[src/rtl/hazard_control_pkg.sv]
// -----------------------------------------------------------------------------
// hazard_control_pkg
// Shared processor constants: instruction field positions, opcode and ALU-op
// encodings, architectural register numbers and the multdiv sequencer state
// encoding. Imported by the hazard controller and the source decoder.
// -----------------------------------------------------------------------------
package hazard_control_pkg;

   // Instruction field positions
   localparam int unsigned OPCODE_MSB = 31;
   localparam int unsigned OPCODE_LSB = 27;
   localparam int unsigned RD_MSB     = 26;
   localparam int unsigned RD_LSB     = 22;
   localparam int unsigned RS_MSB     = 21;
   localparam int unsigned RS_LSB     = 17;
   localparam int unsigned RT_MSB     = 16;
   localparam int unsigned RT_LSB     = 12;
   localparam int unsigned ALU_MSB    = 6;
   localparam int unsigned ALU_LSB    = 2;

   // Opcodes
   localparam logic [4:0] OP_RTYPE = 5'b00000;
   localparam logic [4:0] OP_J     = 5'b00001;
   localparam logic [4:0] OP_BNE   = 5'b00010;
   localparam logic [4:0] OP_JAL   = 5'b00011;
   localparam logic [4:0] OP_JR    = 5'b00100;
   localparam logic [4:0] OP_ADDI  = 5'b00101;
   localparam logic [4:0] OP_BLT   = 5'b00110;
   localparam logic [4:0] OP_SW    = 5'b00111;
   localparam logic [4:0] OP_LW    = 5'b01000;
   localparam logic [4:0] OP_SETX  = 5'b10101;
   localparam logic [4:0] OP_BEX   = 5'b10110;

   // R-type ALU ops handled by the multdiv unit
   localparam logic [4:0] ALU_MULT = 5'b00110;
   localparam logic [4:0] ALU_DIV  = 5'b00111;

   // Architectural registers with special meaning
   localparam logic [4:0] R0  = 5'd0;
   localparam logic [4:0] R30 = 5'd30;  // rstatus
   localparam logic [4:0] R31 = 5'd31;  // link register

   // Multdiv sequencer states
   typedef enum logic [1:0] {
      StIdle = 2'b00,
      StWait = 2'b01,
      StDone = 2'b10
   } md_state_e;

   // True for an R-type mult or div.
   function automatic logic is_multdiv(input logic [4:0] opcode, input logic [4:0] alu_op);
      return (opcode == OP_RTYPE) && ((alu_op == ALU_MULT) || (alu_op == ALU_DIV));
   endfunction

endpackage

[src/rtl/hazard_control_insn_sources.sv]
// -----------------------------------------------------------------------------
// insn_sources
// Decodes an instruction into the register numbers it reads, each with a
// use-valid bit. Shared with the forwarding logic.
//   insn        in   32  instruction word
//   src_a       out  5   first source (always rs)
//   src_a_used  out  1   src_a is actually read
//   src_b       out  5   second source (rt for R-type, rd otherwise)
//   src_b_used  out  1   src_b is actually read
// -----------------------------------------------------------------------------
module insn_sources
   import hazard_control_pkg::*;
(
   input  logic [31:0] insn,
   output logic [4:0]  src_a,
   output logic        src_a_used,
   output logic [4:0]  src_b,
   output logic        src_b_used
);

   logic [4:0] opcode;
   logic [4:0] rd;
   logic [4:0] rs;
   logic [4:0] rt;
   logic       unused_insn;

   assign opcode = insn[OPCODE_MSB:OPCODE_LSB];
   assign rd     = insn[RD_MSB:RD_LSB];
   assign rs     = insn[RS_MSB:RS_LSB];
   assign rt     = insn[RT_MSB:RT_LSB];

   // Immediate / shamt / ALU-op bits never name a register.
   assign unused_insn = ^insn[11:0];

   always_comb begin
      src_a      = rs;
      src_a_used = 1'b0;
      src_b      = rd;
      src_b_used = 1'b0;
      case (opcode)
         OP_RTYPE: begin
            src_a_used = 1'b1;
            src_b      = rt;
            src_b_used = 1'b1;
         end
         OP_ADDI, OP_LW: begin
            src_a_used = 1'b1;
         end
         // Stores read rd as data; branches compare rd against rs.
         OP_SW, OP_BNE, OP_BLT: begin
            src_a_used = 1'b1;
            src_b_used = 1'b1;
         end
         OP_JR: begin
            src_b_used = 1'b1;
         end
         default: begin
         end
      endcase
   end

endmodule

[src/rtl/hazard_control.sv]
// -----------------------------------------------------------------------------
// hazard_control
// Interlock and flush controller for the five-stage pipeline. Handles the
// hazards operand forwarding cannot: load-use stalls, taken-branch flushes and
// sequencing of the multi-cycle multiply/divide unit.
//   clock, reset        pipeline clock; asynchronous active-high reset
//   fd_insn, dx_insn    instructions in the FD and DX latches
//   branch_taken        execute resolved a taken branch/jump this cycle
//   md_ready            multdiv result valid
//   md_exception        multdiv error, qualified by md_ready
//   stall_pc/fd/dx      hold the PC / FD / DX latches
//   nop_dx, nop_xm      load a bubble into DX / XM
//   flush_fd            load a bubble into FD
//   ctrl_mult/ctrl_div  one-cycle start pulses to multdiv
//   md_done             XM captures the multdiv result this cycle
//   md_error            XM writes rstatus instead (exception or timeout)
//   stall_count         saturating count of cycles with stall_pc high
// -----------------------------------------------------------------------------
module hazard_control
   import hazard_control_pkg::*;
#(
   parameter int unsigned MD_TIMEOUT = 40,
   parameter int unsigned CNT_W      = 16
) (
   input  logic             clock,
   input  logic             reset,
   input  logic [31:0]      fd_insn,
   input  logic [31:0]      dx_insn,
   input  logic             branch_taken,
   input  logic             md_ready,
   input  logic             md_exception,
   output logic             stall_pc,
   output logic             stall_fd,
   output logic             stall_dx,
   output logic             nop_dx,
   output logic             nop_xm,
   output logic             flush_fd,
   output logic             ctrl_mult,
   output logic             ctrl_div,
   output logic             md_done,
   output logic             md_error,
   output logic [CNT_W-1:0] stall_count
);

   localparam int unsigned TMO_W = (MD_TIMEOUT > 2) ? $clog2(MD_TIMEOUT) : 1;
   localparam logic [TMO_W-1:0] TMO_LAST = TMO_W'(MD_TIMEOUT - 1);

   // ---------------------------------------------------------------------------
   // Decode
   // ---------------------------------------------------------------------------
   logic [4:0] dx_opcode;
   logic [4:0] dx_rd;
   logic [4:0] dx_alu;
   logic       dx_is_md;
   logic       unused_dx;

   assign dx_opcode = dx_insn[OPCODE_MSB:OPCODE_LSB];
   assign dx_rd     = dx_insn[RD_MSB:RD_LSB];
   assign dx_alu    = dx_insn[ALU_MSB:ALU_LSB];
   assign dx_is_md  = is_multdiv(dx_opcode, dx_alu);
   assign unused_dx = ^{dx_insn[RS_MSB:7], dx_insn[1:0]};

   logic [4:0] fd_src_a;
   logic       fd_src_a_used;
   logic [4:0] fd_src_b;
   logic       fd_src_b_used;

   insn_sources u_fd_sources (
      .insn       (fd_insn),
      .src_a      (fd_src_a),
      .src_a_used (fd_src_a_used),
      .src_b      (fd_src_b),
      .src_b_used (fd_src_b_used)
   );

   // A load into r0 never produces a value, so it cannot create a hazard.
   logic load_use;

   assign load_use = (dx_opcode == OP_LW) && (dx_rd != R0) &&
                     ((fd_src_a_used && (fd_src_a == dx_rd)) ||
                      (fd_src_b_used && (fd_src_b == dx_rd)));

   // ---------------------------------------------------------------------------
   // Multdiv sequencer
   // ---------------------------------------------------------------------------
   md_state_e        state_q, state_d;
   logic [TMO_W-1:0] tmo_q, tmo_d;
   logic             err_q, err_d;
   logic             md_hold;  // start cycle or waiting: freeze front end, bubble XM

   always_ff @(posedge clock or posedge reset) begin
      if (reset) begin
         state_q <= StIdle;
         tmo_q   <= '0;
         err_q   <= 1'b0;
      end else begin
         state_q <= state_d;
         tmo_q   <= tmo_d;
         err_q   <= err_d;
      end
   end

   always_comb begin
      state_d   = state_q;
      tmo_d     = tmo_q;
      err_d     = err_q;
      md_hold   = 1'b0;
      ctrl_mult = 1'b0;
      ctrl_div  = 1'b0;
      md_done   = 1'b0;
      md_error  = 1'b0;
      unique case (state_q)
         StIdle: begin
            // md_ready here belongs to nobody and is dropped.
            if (dx_is_md) begin
               md_hold   = 1'b1;
               ctrl_mult = (dx_alu == ALU_MULT);
               ctrl_div  = (dx_alu == ALU_DIV);
               tmo_d     = '0;
               err_d     = 1'b0;
               state_d   = StWait;
            end
         end
         StWait: begin
            md_hold = 1'b1;
            // A result arriving on the last allowed cycle still wins.
            if (md_ready) begin
               err_d   = md_exception;
               state_d = StDone;
            end else if (tmo_q == TMO_LAST) begin
               err_d   = 1'b1;
               state_d = StDone;
            end else begin
               tmo_d = tmo_q + 1'b1;
            end
         end
         StDone: begin
            md_done  = 1'b1;
            md_error = err_q;
            state_d  = StIdle;
         end
         default: begin
            state_d = StIdle;
         end
      endcase
   end

   // ---------------------------------------------------------------------------
   // Pipeline latch controls: multdiv > branch flush > load-use
   // ---------------------------------------------------------------------------
   always_comb begin
      stall_pc = 1'b0;
      stall_fd = 1'b0;
      stall_dx = 1'b0;
      nop_dx   = 1'b0;
      nop_xm   = 1'b0;
      flush_fd = 1'b0;
      if (md_hold) begin
         stall_pc = 1'b1;
         stall_fd = 1'b1;
         stall_dx = 1'b1;
         nop_xm   = 1'b1;
      end else if (branch_taken) begin
         // The instruction behind the branch is discarded, so its hazard is moot.
         flush_fd = 1'b1;
         nop_dx   = 1'b1;
      end else if (load_use) begin
         stall_pc = 1'b1;
         stall_fd = 1'b1;
         nop_dx   = 1'b1;
      end
   end

   // ---------------------------------------------------------------------------
   // Stall performance counter
   // ---------------------------------------------------------------------------
   logic [CNT_W-1:0] stall_count_q;

   always_ff @(posedge clock or posedge reset) begin
      if (reset) begin
         stall_count_q <= '0;
      end else if (stall_pc && (stall_count_q != {CNT_W{1'b1}})) begin
         stall_count_q <= stall_count_q + 1'b1;
      end
   end

   assign stall_count = stall_count_q;

endmodule

[config.mk]
export PLATFORM = sky130hd
export DESIGN_NAME = hazard_control
export DESIGN_NICKNAME = d
export VERILOG_FILES = /design/src/rtl/hazard_control_pkg.sv /design/src/rtl/hazard_control_insn_sources.sv /design/src/rtl/hazard_control.sv
export SDC_FILE = /design/constraint.sdc
export NUM_CORES = 1
export LEC_CHECK = 0
export BUFFER_PORTS_ARGS = -buffer_cell sky130_fd_sc_hd__buf_2
export CAP_MARGIN = 30
export CORE_MARGIN = 5
export CORE_UTILIZATION = 25
export CTS_CLUSTER_SIZE = 10
export DETAILED_ROUTE_END_ITERATION = 16
export HOLD_SLACK_MARGIN = 0.15
export PLACE_DENSITY = 0.54
export SYNTH_ARGS = -nofsm -noshare
export SYNTH_HDL_FRONTEND = slang
export SYNTH_HIERARCHICAL = 1
export SYNTH_SLANG_ARGS = --single-unit
[constraint.sdc]
create_clock -name clock -period 3.8 [get_ports clock]
set_clock_uncertainty 0.05 [all_clocks]
set_input_delay 0.19 -clock clock [delete_from_list [all_inputs] [get_ports clock]]
set_output_delay 0.19 -clock clock [all_outputs]
set_load 0.02 [all_outputs]
**Word level (Yosys, flattened, before mapping)**

Cells that the tools add are included.

- Bits in registers: 25
- Bits of input ports: 69
- Output and inout port bits: 26
- Word-level logic and storage cells: 74

- Add/sub/neg operators: 2
- Equal/unequal tests: 19
- Mux-type cells: 31
- Reduce and logical (&&, ||, !) cells: 18

Operator list:

| cell | number |
|---|---|
| 5-bit by 3-bit == test with 1-bit output (second input constant) | 6 |
| 1-bit 2-to-1 mux | 20 |
| 6-bit 2-to-1 mux | 3 |
| 16-bit by 1-bit adder with 16-bit output (second input constant) | 1 |
| 16-bit != test (second input constant) | 1 |
| 6-bit one-hot mux with 2 select lines | 1 |
| 5-bit by 4-bit == test with 1-bit output (second input constant) | 2 |
| 5-bit == test | 2 |
| 5-bit zero test | 2 |
| 6-bit by 1-bit adder with 6-bit output (second input constant) | 1 |
| 6-bit == test (second input constant) | 1 |
| 1-bit logical AND | 6 |
| 2-bit 2-to-1 mux | 3 |
| 2-bit != test (second input constant) | 3 |
| 6-bit OR reduction | 1 |
| 5-bit by 2-bit == test with 1-bit output (second input constant) | 1 |
| 5-bit 2-to-1 mux | 1 |
| 5-bit nonzero test | 1 |
| 5-bit OR reduction | 1 |
| 1-bit one-hot mux with 2 select lines | 2 |
| 2-bit one-hot mux with 2 select lines | 1 |
| 4-bit AND reduction | 1 |
| 3-bit != test (second input constant) | 1 |
| 3-bit AND reduction | 1 |
| other kinds (6) | 7 |

**Longest topological paths before layout**

Gate-level depths: netlist of the first run.

- Word-level depth: 10
- Mapped depth: 10
- Depth with buffers taken out: 9

**Modules after synthesis**

The synthesis of the first run kept the hierarchy.

Modules (own cells, without submodules):

| module | times used | cells an instance | area each (um^2) | seq. area each (um^2) |
|---|---|---|---|---|
| hazard_control | 1 | 145 | 1498.9 | 625.6 |
| insn_sources | 1 | 18 | 155.1 | 0.0 |

**Worst setup path before layout of the first run**

OpenSTA, ideal clock, no wires.

- Path type: input -> output
- From: input fd_insn[31]
- To: output stall_pc
- Data arrival time: 2488 ps
- Required time: 3560 ps
- Path slack: 1072 ps
- Stages: 9
- Path buffers: 2
- Cells stage by stage: or4_4 -> nor2_4 -> mux2_2 -> xor2_1 -> nor4_1 -> a32oi_1 -> o31ai_4 -> buf_6 -> buf_4

- Longest elaborated chain between the ends: 9
- Elaborated cells on any way between the ends: 20
- Classes of those cells: eq/ne (7); mux (6); reduce/logical (7)

RTL lines:

| what | RTL line | source |
|---|---|---|
| start: declaration | hazard_control.sv:27 | `input logic [31:0] fd_insn,` |
| 5-bit zero test | hazard_control_insn_sources.sv:40 | `case (opcode)` |
| 5-bit 2-to-1 mux | hazard_control_insn_sources.sv:40 |  |
| via fd_src_b[2] | hazard_control.sv:65 | `logic [4:0] fd_src_b;` |
| 5-bit == test | hazard_control.sv:81 | `(fd_src_b_used && (fd_src_b == dx_rd)));` |
| 1-bit logical AND | hazard_control.sv:81 |  |
| 1-bit logical OR | hazard_control.sv:80 | `((fd_src_a_used && (fd_src_a == dx_rd)) \|\|` |
| 1-bit logical AND | hazard_control.sv:79 | `assign load_use = (dx_opcode == OP_LW) && (dx_rd != R0) &&` |
| 1-bit 2-to-1 mux (3 in series) | - |  |
| end: declaration | hazard_control.sv:32 | `output logic stall_pc,` |

The timed path passes the listed nets, and every way through them passes these cells.

**Final worst setup path of the first run**

- From: input fd_insn[31]
- To: output stall_fd

- Longest elaborated chain between the ends: 9
- Elaborated cells on any way between the ends: 20
- Classes of those cells: eq/ne (7); mux (6); reduce/logical (7)

RTL lines:

| what | RTL line | source |
|---|---|---|
| 5-bit zero test | hazard_control_insn_sources.sv:40 |  |
| 5-bit 2-to-1 mux | hazard_control_insn_sources.sv:40 |  |
| via fd_src_b[2] | hazard_control.sv:65 |  |
| 5-bit == test | hazard_control.sv:81 |  |
| 1-bit logical AND | hazard_control.sv:81 |  |
| 1-bit logical OR | hazard_control.sv:80 |  |
| 1-bit logical AND | hazard_control.sv:79 |  |
| 1-bit 2-to-1 mux | hazard_control.sv:167 | `end else if (load_use) begin` |
| 1-bit 2-to-1 mux | hazard_control.sv:163 | `end else if (branch_taken) begin` |
| 1-bit 2-to-1 mux | hazard_control.sv:158 | `if (md_hold) begin` |
| end: declaration | hazard_control.sv:33 | `output logic stall_fd,` |

The timed path passes the listed nets, and every way through them passes these cells.

==> metrics.sh, run 1 <==
SEQUENTIAL_AREA_SHARE_AFTER_SYNTHESIS=0.3782
LAYOUT.NETS=297
HTREE_LEVELS=1
YOSYS-TOP-CELLS-AREA='sky130_fd_sc_hd__dfrtp_1 (38%), sky130_fd_sc_hd__xnor2_1 (8.5%), sky130_fd_sc_hd__xor2_1 (6.4%)'
CRIT_PATH_CELL_TRACE='buf_2 -> or4_4 -> nor2_4 -> mux2_2 -> xor2_1 -> nor4_1 -> a32oi_1 -> o31ai_4 -> buf_4 -> buf_2'
CTS_BUFFER_DEPTH=2
FLOORPLAN.IO_PINS=95
CRIT_PATH_MAX_CELL_DELAY_NS=0.54
DRIVE_ABOVE_1_SHARE=0.4089
PATH_CLASS='input pin to output pin'
CLOCK-ROOT-BUFFER='sky130_fd_sc_hd__clkbuf_8'
CRIT_REQUIRED_NS=3.56
ANTENNA_CELLS_INSERTED=0
CELL_INTERNAL_PWR_mW=0.3847
POST-ROUTE-DRC-COUNT=0
POWER_DENSITY_mW_PER_MM2=246.5
WORST-PATH-MAX-FANOUT=18
WL_MET1_MM=1.536
DIE_WIDTH_UM=91.34
SYNTH_ASYNC_SR_FLOP_SHARE=1.000
DESIGN.CORE.AREA_SQ_MM=0.006386
YOSYS_REGISTER_BITS=25
GP_CONGESTION=0.7392
GLOBALROUTEOVERFLOWTOTAL=0
WORSTSETUPENDPOINTTYPE='output pin'
LEAKAGEPOWER_nW=1.027
CRIT_TOP_CELL='sky130_fd_sc_hd__buf_2'
ROUTED_WIRELENGTH_MM=3.709
HOLD_VIOL=0
FIN_CRIT_NS=2.980
CTS_RESIZED=0
CTSHOLDBUFFERS=2
ARRIVAL_NS=2.74
DOMINANTREGCELLSYNTH='sky130_fd_sc_hd__dfrtp_1'
POSTLAYOUTCELLAREA_SQ_MM=0.002087
N_FILL_CELL=680
NETSWITCHINGPOWER_mW=0.1298
R2R_SETUP_SLACK_NS=1.57
TRITONCTS='built'
OUTCOME='finished clean'
AVGSYNTHCELLAREA_SQ_UM=10.15
SYNTH-WARNING-COUNT=6
SLEW_OF_THE_PIN_WITH_THE_LOWEST_SLEW_MARGIN_NS=0.4673
DPL_CELL_AREA_SQ_MM=0.002021
IR_DROP_uV=114.2
YOSYS.AREA.TOP_TYPE='sky130_fd_sc_hd__dfrtp_1'
WORST_SETUP_HOLD_PATH_CLK_SLEW_NS=0.08
SETUP-TNS-FINAL_NS=0
TIMING_MAX_TRANSITION_VIOLATIONS_FINAL=0
STD_CELL_ROWS=29
WIRE_LENGTH_OF_THE_FIRST_GLOBAL_ROUTING_PASS_MM=6.327
DETAILROUTE.VIA_COUNT=1401
DIE_H_UM=91.34
RSZ0062_AT_GRT='no'
POWER.SWITCHING_FRACTION=0.2522
SYNTH.LIB_CELLS_USED.DISTINCT=43
COMBPWRFRAC=0.153
MAPPEDNETLISTAREA_SQ_MM=0.001654
SYNTHCELLS=163
CTS_SETUP_BUFFERS=0
WORST_SKEW_PAIR.LATE_LATENCY_NS=0.27
GRT_PASS1_VIAS=1426
MAX_CAP_VIOLATIONS=0
SETUP-VIOLATIONS-FINAL=0
HPWLAFTERDP_MM=3.021
DETAIL_ROUTE.VIAS_PER_CELL=4.639
TOP_LAYER_USED='met4'
DETAIL_ROUTE.FIRST_PASS.ITERATIONS=4
GRT_START_MAX_NET_PINS=22
WORST-R2R-CELL-COUNT=6
CLOCK-SINKS=25
CTS_INSERTED_BUFFERS=3
PORTBUFFERS=65
GRT_ANTENNA_BEFORE_REPAIR=0
DRT-INITIAL-DRC-COUNT=38
SYNTH_NETS=234
DIE_AREA_SQ_MM=0.008343
HOLD-PATH-CELL-COUNT=4
INITIAL_UTILIZATION=0.2590
SLOWEST_STAGE='sky130_fd_sc_hd__or4_4'
MET2_LENGTH_MM=1.937
MIN_PATH_TYPE='input pin to flop'
WORST_SETUP_PATH_START_KIND='input pin'
POWER.SHARE.SEQUENTIAL=0.541
AVGROUTEDWIREPERCELL_UM=12.28
POWER.CLOCK.FRACTION=0.306
SYNTH_EDF_COUNT=0
GLOBAL_ROUTE.USAGE.TOTAL=0.08874
FIN_CELLS=302
PERIOD_SHARE=0.7842
MAX_CLOCK_FREQ_MHz=335.6
TIMING.MAX_SLEW.REL_SLACK=0.6870
AREA_GROWTH_SYN_TO_LAYOUT_PCT=26.17
DETAIL-ROUTE-ANTENNA-NETS=0
MET3_LAYER_WIRE_LENGTH_IN_THE_ROUTED_DESIGN_UM=198
DP.CELLS=296
SYNTH_TOP_CELL_AREA_SHARE=0.3782
path summary, 6_finish.rpt:
check                                      from              end
max in group asynchronous                 reset   stall_count[7]
worst max-delay path                fd_insn[31]         stall_fd
worst max register to register   stall_count[0]   stall_count[1]
worst min register to register  stall_count[15]  stall_count[15]
worst min-delay path                   md_ready            err_q
min in group asynchronous                 reset         tmo_q[4]
layout by cell type, fill, tap and decap left out, types with 5 or more instances in the layout:
cell / n
sky130_fd_sc_hd__nand2_1: 9
sky130_fd_sc_hd__nand4_1: 8
sky130_fd_sc_hd__nor2b_1: 5
sky130_fd_sc_hd__xor2_1: 12
sky130_fd_sc_hd__mux2_2: 6
sky130_fd_sc_hd__and3_1: 6
sky130_fd_sc_hd__dfrtp_1: 25
sky130_fd_sc_hd__nor2_1: 14
sky130_fd_sc_hd__xnor2_1: 16
sky130_fd_sc_hd__buf_2: 65
cells in the mapped netlist (all sizes together) (2+ instances only):
cell	n
xnor2	16
o21ai	3
a21oi	2
nand2	10
xor2	12
and2	5
and4	3
nor2b	5
nor4	3
nor2	15
ha	2
mux2	7
nand3	8
dfrtp	25
a41oi	2
inv	4
and3	7
nand4	10
or4	3
buf	10
metrics by stage:
step                hold WS (ns)    util  setup slack [ns]  power [mW]
floorplan                 0.1673       -             1.072      0.3251
global placement          0.3754  0.3121            0.6683      0.3574
detailed placement       0.08933  0.3164            0.6664      0.3623
finish                    0.1877  0.3268            0.8199      0.5145
CTS                       0.1832  0.3268            0.8011      0.5246
global route              0.2238  0.3268            0.7001      0.5400
critical path: cells and delay by family:
kind / cells / cell delay [ns]
AOI/OAI and AO/OA: 2 / 0.41
xor gates and xnor gates: 1 / 0.14
buffers and inverters: 3 / 0.60
muxes: 1 / 0.36
and+or+nand+nor: 3 / 1.02
area by class of cell:
class | count | area [sq um] | share of cell area
clock inverters | 1 | 5.005 | 0.002398
flip-flops and latches | 25 | 625.6 | 0.2998
well taps | 77 | 96.34 | 0.04616
repair buffers | 69 | 380.4 | 0.1823
multi-input cells | 123 | 923.4 | 0.4424
inverters | 4 | 15.01 | 0.007194
clock buffers | 3 | 41.29 | 0.01978
layer usage:
| layer | GRT usage | vias up |
|---|---|---|
| met5 | 0 | - |
| met4 | 0.02934 | 0 |
| met3 | 0.02149 | 4 |
| met2 | 0.1599 | 24 |
| met1 | 0.1022 | 676 |
| li1 | - | 697 |
registers in the layout, indices dropped and copies added, names as in the netlist:
name and cells:
err_q 1, stall_count 16, state_q 2, tmo_q 6
kinds of logic after synthesis:
logic type               share of synthesized area
AO/OA/AOI/OAI                              0.06430
buffers and inverters                      0.06353
multiplexers                               0.04765
flip-flops                                  0.3782
XOR/XNOR                                    0.1483
AND/OR/NAND/NOR                             0.2829
adder cells (fa/ha/maj)                    0.01513
power groups by stage:
stage	sequential, mW	clock (mW)	combinational [mW]
global placement	0.283	0	0.0740
detailed placement	0.283	0	0.0790
CTS	0.278	0.166	0.0808
global route	0.279	0.173	0.0881
floorplan	0.287	0	0.0380
finish	0.278	0.158	0.0788
Power figures use the tool's default switching activity.
==> inputs of run 2 (changes only) <==
- ABC_AREA: default -> 1
- PLACE_DENSITY: 0.54 -> 0.53
- clock period: 3.8 -> 2.4 ns (I/O delays scaled with it)
==> run 2 against run 1 <==
Compared with the run above:
- non-clock buffer count rose by 1
- setup slack got worse by 0.38 ns
- core utilization fell by 0.90 points
- largest power group unchanged
- synthesized cell count rose by 91%
- critical endpoint is now err_q
- die area rose by 19%
- combinational power rose by 100%
==> metrics.sh, run 2 <==
AVGSYNTHCELLAREA_SQ_UM=6.461  # -36%
SYNTHCELLS=311  # +91%
GLOBALROUTEOVERFLOWTOTAL=0  # unchanged
GLOBAL_ROUTE.USAGE.TOTAL=0.1049  # +0.01619
MOST-COMMON-LAYOUT-CELLS='sky130_fd_sc_hd__nand2_1 (110), sky130_fd_sc_hd__buf_2 (65), sky130_fd_sc_hd__inv_1 (44)'
SYNTH-COMPOUND-AREA-SHARE=0.02242  # -0.04188
PERIOD_SHARE=0.8163
DPL_CELL_AREA_SQ_MM=0.002384  # +18%
POST-ROUTE-DRC-COUNT=0  # unchanged
SETUP-VIOLATIONS-FINAL=0  # unchanged
DETAIL-ROUTE-ANTENNA-NETS=0  # unchanged
ARRIVAL_NS=2.13  # -0.61 ns
AREA.SEQUENTIAL_SQ_UM=625.6  # unchanged
HPWLAFTERDP_MM=4.089  # +35%
N_FILL_CELL=887  # +30%
GRT_ANTENNA_BEFORE_REPAIR=0  # unchanged
MAPPEDNETLISTAREA_SQ_MM=0.002009  # +21%
YOSYS.AREA_SHARE.XOR_XNOR=0.03923  # -0.1090
SYNTH_EDF_COUNT=0  # unchanged
PATH_CLASS='flop to flop'
WORST-PATH-MAX-FANOUT=5  # -13
FLOORPLAN.IO_PINS=95  # unchanged
MAX_CLOCK_FREQ_MHz=510.4
SYNTH_COMMON_CELLS='sky130_fd_sc_hd__nand2_1 (110), sky130_fd_sc_hd__inv_1 (44), sky130_fd_sc_hd__nor2_1 (33)'
FIN_CRIT_NS=1.959
SYNTH.LIB_CELLS_USED.DISTINCT=28  # -35%
OUTCOME='finished clean'
MIN_PATH_TYPE='input pin to asynchronous set/reset pin'
FIN_TOTAL_PWR_mW=0.8785  # +71%
PRECTSSETUPSLACK_NS=0.3723  # -0.2941 ns
CTS_BUFFER_DEPTH=2  # unchanged
LARGEST_REG_FLOPS=16  # unchanged
YOSYS.AREA.TOP_TYPE='sky130_fd_sc_hd__dfrtp_1'
YOSYS.AREA_SHARE.ADDER=0.01245  # -0.002675
SEQUENTIAL_AREA_SHARE_AFTER_SYNTHESIS=0.3113  # -0.06688
WORST_SETUP_PATH_START_KIND='flop'
ANTENNA_CELLS_INSERTED=0  # unchanged
FIN_WS_NS=0.4409  # -0.3790 ns
WORST_SKEW_PAIR.LATE_LATENCY_NS=0.27  # about the same
SYNTH_TOP_CELL_AREA_SHARE=0.3113  # -0.06688
LAYOUT_COMMONEST_CELL='sky130_fd_sc_hd__nand2_1'
IR_DROP_uV=172.2  # +51%
DRIVE_ABOVE_1_SHARE=0.2373  # -0.1716
CLOCK-ROOT-BUFFER='sky130_fd_sc_hd__clkbuf_8'
POWER_DENSITY_mW_PER_MM2=355.9  # +44%
LEAKAGEPOWER_nW=1.426  # +39%
TIMING_MAX_TRANSITION_VIOLATIONS_FINAL=0  # unchanged
DRT-INITIAL-DRC-COUNT=80  # +110%
GP_CONGESTION=0.7581  # +2.6%
ROUTED_WIRELENGTH_MM=5.151  # +39%
SYNTH_NETS=382  # +63%
DIE_WIDTH_UM=99.66  # +9.1%
YOSYS_REGISTER_BITS=25  # unchanged
HTREE_LEVELS=1  # unchanged
DETAIL_ROUTE.VIAS_PER_CELL=4.247  # -8.4%
YOSYS-MUX-AREA-FRACTION=0  # -0.04766
MULTIINPUTGATEAREA_SQ_MM=0.001110  # +20%
WIRE_LENGTH_OF_THE_FIRST_GLOBAL_ROUTING_PASS_MM=8.728  # +38%
TRITONCTS='built'
GRT_PASS1_VIAS=1933  # +36%
CTS_INSERTED_BUFFERS=3  # unchanged
RSZ0062_AT_GRT='no'
SYNTH.MOST_COMMON_CELL='sky130_fd_sc_hd__nand2_1'
DETAILROUTE.VIA_COUNT=2026  # +45%
CTS_RESIZED=0  # unchanged
SYNTH-WARNING-COUNT=6  # unchanged
HOLD_SLACK_NS=0.3801  # +0.1923 ns
MAIN_COMBINATIONAL_CELL_FAMILY_BY_AREA_AFTER_SYNTHESIS='simple AND/OR/NAND/NOR gates'
CTSHOLDBUFFERS=4  # +2
PORTBUFFERS=65  # unchanged
DIE_H_UM=99.66  # +9.1%
DP.CELLS=469  # +58%
POSTLAYOUTCELLAREA_SQ_MM=0.002469  # +18%
SYNTH_ASYNC_SR_FLOP_SHARE=1.000  # unchanged
TIMING.MAX_SLEW.REL_SLACK=0.6509  # -0.03609
FIN_CELLS=477  # +58%
DETAIL_ROUTE.FIRST_PASS.ITERATIONS=4  # unchanged
SLEW_OF_THE_PIN_WITH_THE_LOWEST_SLEW_MARGIN_NS=0.5236  # +0.05632 ns
DESIGN.CORE.AREA_SQ_MM=0.007767  # +22%
WORST_SETUP_HOLD_PATH_CLK_SLEW_NS=0.09  # about the same
INITIAL_UTILIZATION=0.2587  # -0.0003141
WORSTSETUPENDPOINTTYPE='flop'
SETUP-TNS-FINAL_NS=0  # unchanged
YOSYS-TOP-CELLS-AREA='sky130_fd_sc_hd__dfrtp_1 (31%), sky130_fd_sc_hd__nand2_1 (21%), sky130_fd_sc_hd__inv_1 (8.2%)'
STD_CELL_ROWS=32  # +10%
DOMINANTREGCELLSYNTH='sky130_fd_sc_hd__dfrtp_1'
CTS_SETUP_BUFFERS=0  # unchanged
MAX_CAP_VIOLATIONS=0  # unchanged
GRT_START_MAX_NET_PINS=28  # +27%
AREA_GROWTH_SYN_TO_LAYOUT_PCT=22.85
CRIT_REQUIRED_NS=2.57  # -0.99 ns
HOLD_VIOL=0  # unchanged
CLOCK-SINKS=25  # unchanged
LAYOUT.NETS=447  # +51%
AVGROUTEDWIREPERCELL_UM=10.80  # -12%
SYNTH-SIMPLE-AREA-SHARE=0.4782  # +0.1953
DIE_AREA_SQ_MM=0.009931  # +19%
FINALCOREUTILIZATION=0.3178  # -0.008987
-- run 2: final cells by class --
class	count	share of cell area
repair buffers	70	0.1510
inverters	50	0.07603
clock buffers	4	0.01825
multi-input cells	226	0.4496
well taps	102	0.05170
flip-flops and latches	25	0.2534
-- run 2: layer usage --
layer	wire (um)	track usage
met2	2483	0.1839
met3	211	0.01403
met5	0	0
met1	2397	0.1327
met4	58	0.03361
-- run 2: worst paths after layout --
kind	slack [ns]	start	endpoint	cells after the start
max	0.44	tmo_q[0]	err_q	8
min	0.38	reset	stall_count[4]	4
max reg2reg	0.44	tmo_q[0]	err_q	8
min reg2reg	0.45	stall_count[15]	stall_count[15]	2
max in group asynchronous	1.67	reset	stall_count[6]	4
min in group clock	0.40	branch_taken	stall_count[15]	6
-- run 2: where the power goes --
group	switching, mW	leakage [nW]	internal (mW)
registers	0.0165	0.329	0.440
clock network	0.142	0.0228	0.119
logic	0.0936	1.07	0.0678
total	0.252	1.43	0.627
-- run 2: logic make-up after synthesis --
logic type	count (synthesis)
adder cells (fa/ha/maj)	2
AO/OA/AOI/OAI	9
buffers and inverters	60
flip-flops	25
AND/OR/NAND/NOR	206
XOR/XNOR	9
-- run 2: critical path: stages, from the launching register on --
cell	delay, ns
sky130_fd_sc_hd__dfrtp_1	0.42
sky130_fd_sc_hd__ha_1	0.21
sky130_fd_sc_hd__nand2_1	0.08
sky130_fd_sc_hd__nor4_1	0.21
sky130_fd_sc_hd__nor2_1	0.10
sky130_fd_sc_hd__nor2_1	0.11
sky130_fd_sc_hd__o21ai_0	0.10
sky130_fd_sc_hd__dlygate4sd3_1	0.55
sky130_fd_sc_hd__nand2_1	0.06
==> inputs of run 3 (changes only) <==
- PLACE_DENSITY: 0.53 -> 0.51
- clock period: 2.4 -> 2.02 ns (I/O delays scaled with it)
==> run 3 against run 2 <==
Compared with the run above:
- hold slack worse by 0.083 ns
- non-clock buffer count up 6
- clock power up 19%
- via count about the same
- sequential share of layout area down 0.55 points
- highest routed layer unchanged
- design area up 2.2%
- final cell count up 1.3%
- flip-flop and latch count unchanged
- sequential power up 19%
==> metrics.sh, run 3 (same netlist as run 2, synthesis figures left out) <==
OUTCOME='finished clean'
IR_DROP_uV=229.9  # +33%
CP_NUM_BUF_INV=1  # unchanged
CTS_BUFFER_DEPTH=2  # unchanged
PRECTSSETUPSLACK_NS=0.1030  # -0.2693 ns
N_FILL_CELL=872  # -1.7%
DETAIL_ROUTE.FIRST_PASS.ITERATIONS=4  # unchanged
ANTENNA_CELLS_INSERTED=0  # unchanged
INITIAL_UTILIZATION=0.2587  # unchanged
MAX_CAP_VIOLATIONS=0  # unchanged
POWER.SHARE.SEQUENTIAL=0.517  # -0.002
HTREE_LEVELS=1  # unchanged
AREA_GROWTH_SYN_TO_LAYOUT_PCT=25.59
CELL_INTERNAL_PWR_mW=0.7454  # +19%
PERIOD_SHARE=0.9190  # +0.1027
POST-ROUTE-DRC-COUNT=0  # unchanged
SETUP-VIOLATIONS-FINAL=0  # unchanged
WORSTSETUPENDPOINTTYPE='flop'
PORTBUFFERS=65  # unchanged
FIN_WS_NS=0.1637  # -0.2772 ns
LARGEST_REG_FLOPS=16  # unchanged
FLOORPLAN.IO_PINS=95  # unchanged
CRIT_REQUIRED_NS=2.19  # -0.38 ns
ARRIVAL_NS=2.02  # -0.11 ns
CLOCK-SINKS=25  # unchanged
R2R_SETUP_SLACK_NS=0.16  # -0.28 ns
TRITONCTS='built'
ROUTED_WIRELENGTH_MM=4.981  # -3.3%
LEAKAGEPOWER_nW=1.460  # +2.4%
GRT_START_MAX_NET_PINS=26  # -7.1%
LAYOUT_COMMONEST_CELL='sky130_fd_sc_hd__nand2_1'
CLOCK-ROOT-BUFFER='sky130_fd_sc_hd__clkbuf_8'
DESIGN.CORE.AREA_SQ_MM=0.007767  # unchanged
MOST-COMMON-LAYOUT-CELLS='sky130_fd_sc_hd__nand2_1 (110), sky130_fd_sc_hd__buf_2 (65), sky130_fd_sc_hd__inv_1 (44)'
WORST_SKEW_PAIR.LATE_LATENCY_NS=0.27  # about the same
DIE_WIDTH_UM=99.66  # unchanged
DETAIL_ROUTE.VIAS_PER_CELL=4.197  # -1.2%
CRIT_PATH_MAX_CELL_DELAY_NS=0.56  # about the same
POWER_DENSITY_mW_PER_MM2=416.7  # +17%
NETSWITCHINGPOWER_mW=0.3062  # +22%
PATH_CLASS='flop to flop'
GRT_PASS1_VIAS=1951  # +0.93%
LAYOUT.NETS=453  # +1.3%
GRT_ANTENNA_BEFORE_REPAIR=0  # unchanged
CRITICAL_PATH.TOP_DELAY_FAMILY='buffers and inverters'
WORST_SETUP_PATH_START_KIND='flop'
SLEW_OF_THE_PIN_WITH_THE_LOWEST_SLEW_MARGIN_NS=0.4957  # -0.02790 ns
SLOWEST_STAGE='sky130_fd_sc_hd__dlygate4sd3_1'
WORST-PATH-MAX-FANOUT=4  # -1
GLOBAL_ROUTE.USAGE.TOTAL=0.1031  # -0.001807
AREA.SEQUENTIAL_SQ_UM=625.6  # unchanged
POWER.CLOCK.FRACTION=0.295  # -0.002
FIN_TOTAL_PWR_mW=1.052  # +20%
DRT-INITIAL-DRC-COUNT=56  # -30%
DETAILROUTE.VIA_COUNT=2027  # +0.049%
COMBPWRFRAC=0.188  # +0.004
WORST_SETUP_HOLD_PATH_CLK_SLEW_NS=0.09  # about the same
WIRE_LENGTH_OF_THE_FIRST_GLOBAL_ROUTING_PASS_MM=8.694  # -0.39%
GP_CONGESTION=0.8228  # +8.5%
HPWLAFTERDP_MM=4.060  # -0.73%
TIMING_MAX_TRANSITION_VIOLATIONS_FINAL=0  # unchanged
MAX_CLOCK_FREQ_MHz=538.7  # +5.5%
DIE_AREA_SQ_MM=0.009931  # unchanged
DETAIL-ROUTE-ANTENNA-NETS=0  # unchanged
POWER.SWITCHING_FRACTION=0.2911  # +0.004482
MULTIINPUTGATEAREA_SQ_MM=0.001119  # +0.79%
DIE_H_UM=99.66  # unchanged
GLOBALROUTEOVERFLOWTOTAL=0  # unchanged
AVGROUTEDWIREPERCELL_UM=10.31  # -4.5%
HOLD_VIOL=0  # unchanged
TIMING.MAX_SLEW.REL_SLACK=0.6695  # +0.01860
STD_CELL_ROWS=32  # unchanged
FIN_CRIT_NS=1.856  # -0.1028 ns
DRIVE_ABOVE_1_SHARE=0.2572  # +0.01988
CRIT_PATH_CELL_TRACE='ha_2 -> nand2_1 -> nor4_2 -> nor2_1 -> nor2_1 -> o21ai_0 -> dlygate4sd3_1 -> nand2_1'
CTS_INSERTED_BUFFERS=3  # unchanged
MIN_PATH_TYPE='input pin to flop'
==> run 3: worst reg2reg max path: cells and delay by family, from the launching register on <==
kind	cells	cell delay (ns)
buffers and inverters	1	0.56
AND/OR/NAND/NOR	5	0.47
flip-flops	1	0.41
adder cells (fa/ha/maj)	1	0.22
AO/OA/AOI/OAI	1	0.10
==> run 3: power groups by stage <==
stage / clock, mW / combinational, mW / sequential [mW]
after CTS: 0.330 / 0.197 / 0.543
after detailed placement: 0 / 0.192 / 0.553
final: 0.311 / 0.198 / 0.543
after global placement: 0 / 0.189 / 0.553
after floorplan: 0 / 0.114 / 0.556
after global routing: 0.351 / 0.230 / 0.548
==> run 3: path summary, 6_finish.rpt <==
check,depth (start not counted),startpoint,end
worst max-delay path,8,tmo_q[0],err_q
worst min-delay path,6,branch_taken,stall_count[12]
worst max register to register,8,tmo_q[0],err_q
worst min register to register,2,err_q,err_q
max in group asynchronous,4,reset,stall_count[13]
min in group asynchronous,4,reset,stall_count[4]
==> run 3: repair_timing <==
action	4_1_cts	5_1_grt
hold buffers	4	0
setup buffers	0	1
endpoints found under the hold margin	27	0
setup endpoints to repair	0	1
resized for setup	0	2
==> run 3: metal layers <==
metal  GRT usage  share of wire
met5           0              0
met4     0.03151          0.013
met3     0.01683          0.053
met2      0.1720           0.47
met1      0.1365           0.47
==> run 3: final cells by class <==
| class | instances | share of cell area |
|---|---|---|
| clock inverter | 1 | 0.001983 |
| sequential | 25 | 0.2479 |
| inverter | 50 | 0.07437 |
| clock buffer | 3 | 0.01636 |
| timing repair buffer | 76 | 0.1656 |
| multi-input combinational | 226 | 0.4432 |
| tap | 102 | 0.05057 |
==> run 3: stage by stage <==
step	hold WS, ns	util	setup TNS [ns]	cells	cell area (sq um)
2_1_floorplan	0.07832	-	0	311	2009
3_3_place_gp	0.1362	0.3117	0	474	2421
3_5_place_dp	0.1358	0.3117	0	474	2421
4_1_cts	0.3007	0.3228	0	482	2507
5_1_grt	0.3685	0.3249	-0.001954	483	2524
6_report	0.2970	0.3249	0	483	2524
